<file path="src/rtl/dcache_pkg.sv">
// Shared types and constants for the data-cache store buffer.
// An entry holds one doubleword index, its byte mask and lane-aligned data.
package dcache_pkg;

   localparam int DCACHE_IDX_W  = 10;
   localparam int DCACHE_BYTES  = 8;
   localparam int DCACHE_DATA_W = DCACHE_BYTES * 8;

   typedef struct packed {
      logic                     valid;
      logic [DCACHE_IDX_W-1:0]  idx;
      logic [DCACHE_BYTES-1:0]  be;
      logic [DCACHE_DATA_W-1:0] data;
   } sb_entry_t;

   // Replace the byte lanes selected by be, keep the others.
   function automatic logic [DCACHE_DATA_W-1:0] lane_merge(
      input logic [DCACHE_DATA_W-1:0] old_data,
      input logic [DCACHE_DATA_W-1:0] new_data,
      input logic [DCACHE_BYTES-1:0]  be
   );
      logic [DCACHE_DATA_W-1:0] res;
      res = old_data;
      for (int l = 0; l < DCACHE_BYTES; l++) begin
         if (be[l]) res[l*8 +: 8] = new_data[l*8 +: 8];
      end
      return res;
   endfunction

endpackage

</file>
<file path="src/rtl/sb_fwd_select.sv">
// Per-lane load-forwarding select across the store buffer, combinational.
// Entries are walked oldest to youngest so the youngest matching byte wins.
module sb_fwd_select
   import dcache_pkg::*;
#(
   parameter int DEPTH = 4,
   parameter int PTR_W = $clog2(DEPTH)
) (
   input  sb_entry_t                entries [DEPTH],
   input  logic [PTR_W-1:0]         head,
   input  logic [DCACHE_IDX_W-1:0]  ld_idx,
   output logic [DCACHE_BYTES-1:0]  fwd_be,
   output logic [DCACHE_DATA_W-1:0] fwd_data
);

   logic [PTR_W-1:0] slot;

   // NOTE: every output gets a default before the loop so no path leaves
   // it unassigned (no latch), and blocking '=' lets later, younger entries
   // overwrite earlier matches within the same evaluation.
   always_comb begin
      fwd_be   = '0;
      fwd_data = '0;
      slot     = head;
      for (int k = 0; k < DEPTH; k++) begin
         slot = head + PTR_W'(k);
         for (int l = 0; l < DCACHE_BYTES; l++) begin
            if (entries[slot].valid && entries[slot].idx == ld_idx && entries[slot].be[l]) begin
               fwd_be[l]          = 1'b1;
               fwd_data[l*8 +: 8] = entries[slot].data[l*8 +: 8];
            end
         end
      end
   end

endmodule

</file>
<file path="src/rtl/dcache_store_buffer.sv">
// Committed-store buffer in front of the data RAM byte-enable write port:
// circular FIFO with youngest-entry coalescing and registered load forwarding.
module dcache_store_buffer
   import dcache_pkg::*;
#(
   parameter int DEPTH  = 4,
   parameter int IDX_W  = DCACHE_IDX_W,
   parameter int DATA_W = DCACHE_DATA_W
) (
   input  logic              clk,
   input  logic              rst_n,
   input  logic              st_valid_i,
   output logic              st_ready_o,
   input  logic [IDX_W-1:0]  st_idx_i,
   input  logic [7:0]        st_be_i,
   input  logic [DATA_W-1:0] st_data_i,
   input  logic              ram_wr_gnt_i,
   output logic [7:0]        ram_wr_en_o,
   output logic [IDX_W-1:0]  ram_wr_addr_o,
   output logic [DATA_W-1:0] ram_wr_data_o,
   input  logic              ld_en_i,
   input  logic [IDX_W-1:0]  ld_idx_i,
   output logic [7:0]        ld_fwd_be_o,
   output logic [DATA_W-1:0] ld_fwd_data_o,
   output logic              empty_o
);

   localparam int PTR_W = $clog2(DEPTH);
   localparam int CNT_W = PTR_W + 1;

   sb_entry_t          entries [DEPTH];
   logic [PTR_W-1:0]   head, tail, youngest;
   logic [CNT_W-1:0]   count;
   logic               drain, coalesce_ok, push, alloc;
   logic [7:0]         sel_be;
   logic [DATA_W-1:0]  sel_data;

   assign youngest = tail - PTR_W'(1);
   assign drain    = (count != '0) && ram_wr_gnt_i;

   // A lone entry leaving this cycle cannot absorb a store: it would be lost.
   assign coalesce_ok = (count != '0) && (entries[youngest].idx == st_idx_i)
                        && !((count == CNT_W'(1)) && drain);
   assign st_ready_o  = (count < CNT_W'(DEPTH)) || coalesce_ok;
   assign push        = st_valid_i && st_ready_o;
   assign alloc       = push && !coalesce_ok;

   assign ram_wr_en_o   = drain ? entries[head].be   : '0;
   assign ram_wr_addr_o = drain ? entries[head].idx  : '0;
   assign ram_wr_data_o = drain ? entries[head].data : '0;
   assign empty_o       = (count == '0);

   // Lookup sees pre-edge state: a draining head is included, a same-cycle store is not.
   sb_fwd_select #(.DEPTH(DEPTH)) u_fwd_select (
      .entries  (entries),
      .head     (head),
      .ld_idx   (ld_idx_i),
      .fwd_be   (sel_be),
      .fwd_data (sel_data)
   );

   // NOTE: the entry array is small, so it is fully reset along with the
   // pointers; state is updated with '<=' so every read sees pre-edge values.
   always_ff @(posedge clk or negedge rst_n) begin
      if (!rst_n) begin
         for (int i = 0; i < DEPTH; i++) entries[i] <= '0;
         head          <= '0;
         tail          <= '0;
         count         <= '0;
         ld_fwd_be_o   <= '0;
         ld_fwd_data_o <= '0;
      end else begin
         if (push && coalesce_ok) begin
            entries[youngest].be   <= entries[youngest].be | st_be_i;
            entries[youngest].data <= lane_merge(entries[youngest].data, st_data_i, st_be_i);
         end else if (alloc) begin
            entries[tail] <= '{valid: 1'b1, idx: st_idx_i, be: st_be_i, data: st_data_i};
            tail          <= tail + PTR_W'(1);
         end
         if (drain) begin
            entries[head].valid <= 1'b0;
            head                <= head + PTR_W'(1);
         end
         if (alloc && !drain)      count <= count + CNT_W'(1);
         else if (!alloc && drain) count <= count - CNT_W'(1);
         ld_fwd_be_o   <= ld_en_i ? sel_be   : '0;
         ld_fwd_data_o <= ld_en_i ? sel_data : '0;
      end
   end

endmodule
</file>
<file path="config.mk">
export PLATFORM = sky130hd
export DESIGN_NAME = dcache_store_buffer
export DESIGN_NICKNAME = d
export VERILOG_FILES = /design/src/rtl/dcache_pkg.sv /design/src/rtl/sb_fwd_select.sv /design/src/rtl/dcache_store_buffer.sv
export SDC_FILE = /design/constraint.sdc
export NUM_CORES = 2
export LEC_CHECK = 0
export BUFFER_PORTS_ARGS = -buffer_cell sky130_fd_sc_hd__buf_2
export CORE_MARGIN = 3
export CORE_UTILIZATION = 50
export DETAILED_ROUTE_END_ITERATION = 10
export PLACE_DENSITY = 0.68
export SLEW_MARGIN = 25
export SYNTH_ARGS = -nofsm -noshare
export SYNTH_HDL_FRONTEND = slang
export SYNTH_SLANG_ARGS = --single-unit
</file>
<file path="constraint.sdc">
create_clock -name clk -period 8.4 [get_ports clk]
set_clock_uncertainty 0.1 [all_clocks]
set_input_delay 0.84 -clock clk [delete_from_list [all_inputs] [get_ports clk]]
set_output_delay 0.84 -clock clk [all_outputs]
set_load 0.05 [all_outputs]
</file>
==> reports/results.tsv <==
metric	value	unit
status	completed	
Worst-path clk slew	60	ps
Pre-Repair DR Iteration Count	5	
worst-margin pin slew	1140	ps
vias per std cell	7.17	
register bit total from synthesis	411	
vias in the first global route	27513	
register area share after synthesis	33.0	%
antenna-violating nets left	0	
CTS Hold Buffers Added	0	
setup TNS	0	ps
Final Max Slew Viols	0	
Req. time, crit path	8790	ps
critical path type	register to register	
fillers	5197	
worst vdd ir	0.000272	V
post-CTS setup buffers	0	
Tcrit/Tclk final	68.5	%
DP HPWL	63800	um
HP Class	primary input to asynchronous set/reset pin	
IO buf count	252	
drt wl/cell	28.4	um
Clock Sinks	411	
CTS root buf	clkbuf_16	
Synth Flop Type	dfrtp_1	
Distinct cells, synth	68	
Worst Hold Margin	136	ps
CP max FO	52	
CTS tree	yes	
Multi-input gate area	0.0195	mm^2
Setup violations, final	0	
Ports	253	
first-pass GRT wire length	168000	um
Nets	3069	
Achievable Freq	0.174	GHz
crit path time final	5750	ps
maxcap violations	0	
vias	27442	
CTS max path bufs	3	
Tot GR Track Use	32.4	%
Setup crit end kind	register	
initial antenna violation count	8	
cts bufs inserted	49	
Layout area overhead	10.6	%
total gr overflow	0	
Die Height	256	um
Initial Util	51.1	%
Synth warnings	0	
Cell Pwr Density	453	mW/mm^2
post_cts resized	0	
Post-Syn Area	0.0312	mm^2
Mapped Nets	3002	
routability-driven placement congestion ratio	0.909	
pin count of the biggest net entering global routing	183	
asr flop ratio synth	100	%
leakage power	14.9	nW
H-tree depth	2	
die footprint	0.0655	mm^2
number of placement rows	90	
ratio of cells with drive above 1 in the final layout	28.7	%
commonest non-fill, non-tap cell in the layout	dfrtp_1	
Avg Cell Area, Syn	10.8	um^2
CP arrival	6140	ps
final hold vios	0	
Critical Path Source Type	register	
most frequent cells in the layout	408 x dfrtp_1, 297 x and2_1, 288 x a221o_1	
Seq. cell area	0.0103	mm^2
CORE AREA	0.0610	mm^2
RSZ-0062 raised after global routing	no	
drt drc	0	
width of the die	256	um
later-pin clock latency in the skew report	610	ps
fin util	56.5	%
Post-synth EDFFs	0	
Routed WL	109000	um
cell count after synthesis	2888	
Iteration-0 DRC Markers	2969	
slew margin rel.	24.2	%
-- per-stage QoR --
step           setup slack [ps]  cells  area [um^2]  total power [W]
3_3_place_gp               2740   3729        32800           0.0129
3_5_place_dp               2680   3729        32800           0.0132
2_1_floorplan              3540   2888        31200           0.0109
5_1_grt                    2300   3826        34500           0.0165
6_report                   2650   3830        34500           0.0156
4_1_cts                    2570   3820        34400           0.0155
-- cells by family (layout without fill, tap and decap cells) --
family | count (synthesis) | count (layout) | share of synthesized area [%]
AOI/OAI and AO/OA | 755 | 755 | 18.8
xor gates and xnor gates | 62 | 62 | 1.74
DFF | 411 | 411 | 33.0
adders and majority gates | 17 | 17 | 0.682
muxes | 537 | 537 | 27.6
other | 0 | 7 | 0
buffers and inverters | 353 | 460 | 4.90
and+or+nand+nor | 753 | 753 | 13.3
-- layout make-up --
class | count | share of cell area, %
multi-input combinational | 2124 | 56.6
sequential | 411 | 29.8
timing repair buffer | 296 | 4.98
clock buffer | 74 | 4.27
tap | 828 | 3.00
inverter | 73 | 0.801
clock inverter | 17 | 0.450
antenna | 7 | 0.0508
-- critical path, stage by stage (launching register included) --
cell,delay [ps]
dfrtp_4,980
clkinv_1,540
ha_4,810
buf_4,580
mux2i_1,140
o32ai_1,620
and2_1,600
nand3_1,480
o2111a_1,430
a211oi_1,320
-- synth_stat cells (17+ instances only) --
cell       count  share of area (%)
dfrtp_1      411                 33
and2_1       297                6.0
a221o_1      288                9.2
mux4_2       239                 17
mux2_2       181                6.5
nor2_1       144                1.7
o21ai_0      142                2.3
a21oi_1      136                2.2
clkbuf_1     130                1.6
nand2_1      124                1.5
mux2i_1      115                3.7
buf_2         95                1.5
and3_1        82                1.6
inv_1         71               0.85
a211oi_1      61                1.5
a2111oi_0     54                1.5
buf_1         37               0.45
xnor2_1       32               0.90
xor2_1        30               0.84
nand3_1       20               0.32
ha_1          17               0.68
-- per-layer routing --
layer | vias to the layer above | wire length, um | GRT usage [%]
met1 | 13814 | 41200 | 43.1
met5 | - | 11 | 0
met4 | 2 | 5600 | 15.6
met3 | 385 | 11900 | 7.54
li1 | 11398 | - | -
met2 | 1843 | 50000 | 50.3
-- worst paths after layout --
path                                               to  slack [ps]  startpoint  cells after the start
max in group asynchronous                     tail[0]        6540       rst_n                      3
min reg2reg                                  count[1]         420    count[1]                      2
max                                 ld_fwd_data_o[27]        2650     head[0]                      9
max reg2reg                         ld_fwd_data_o[27]        2650     head[0]                      9
min in group clk                             count[1]         420    count[1]                      2
min                        asynchronous set/reset pin         140       rst_n                      1
-- power by group --
| part | total, W | internal (W) | switching [W] |
|---|---|---|---|
| sequential | 0.00394 | 0.00273 | 0.00120 |
| clock | 0.00220 | 0.00127 | 0.000924 |
| combinational | 0.00949 | 0.00433 | 0.00517 |
| total | 0.0156 | 0.00833 | 0.00729 |
No activity file was read; power rests on OpenSTA's default activity.
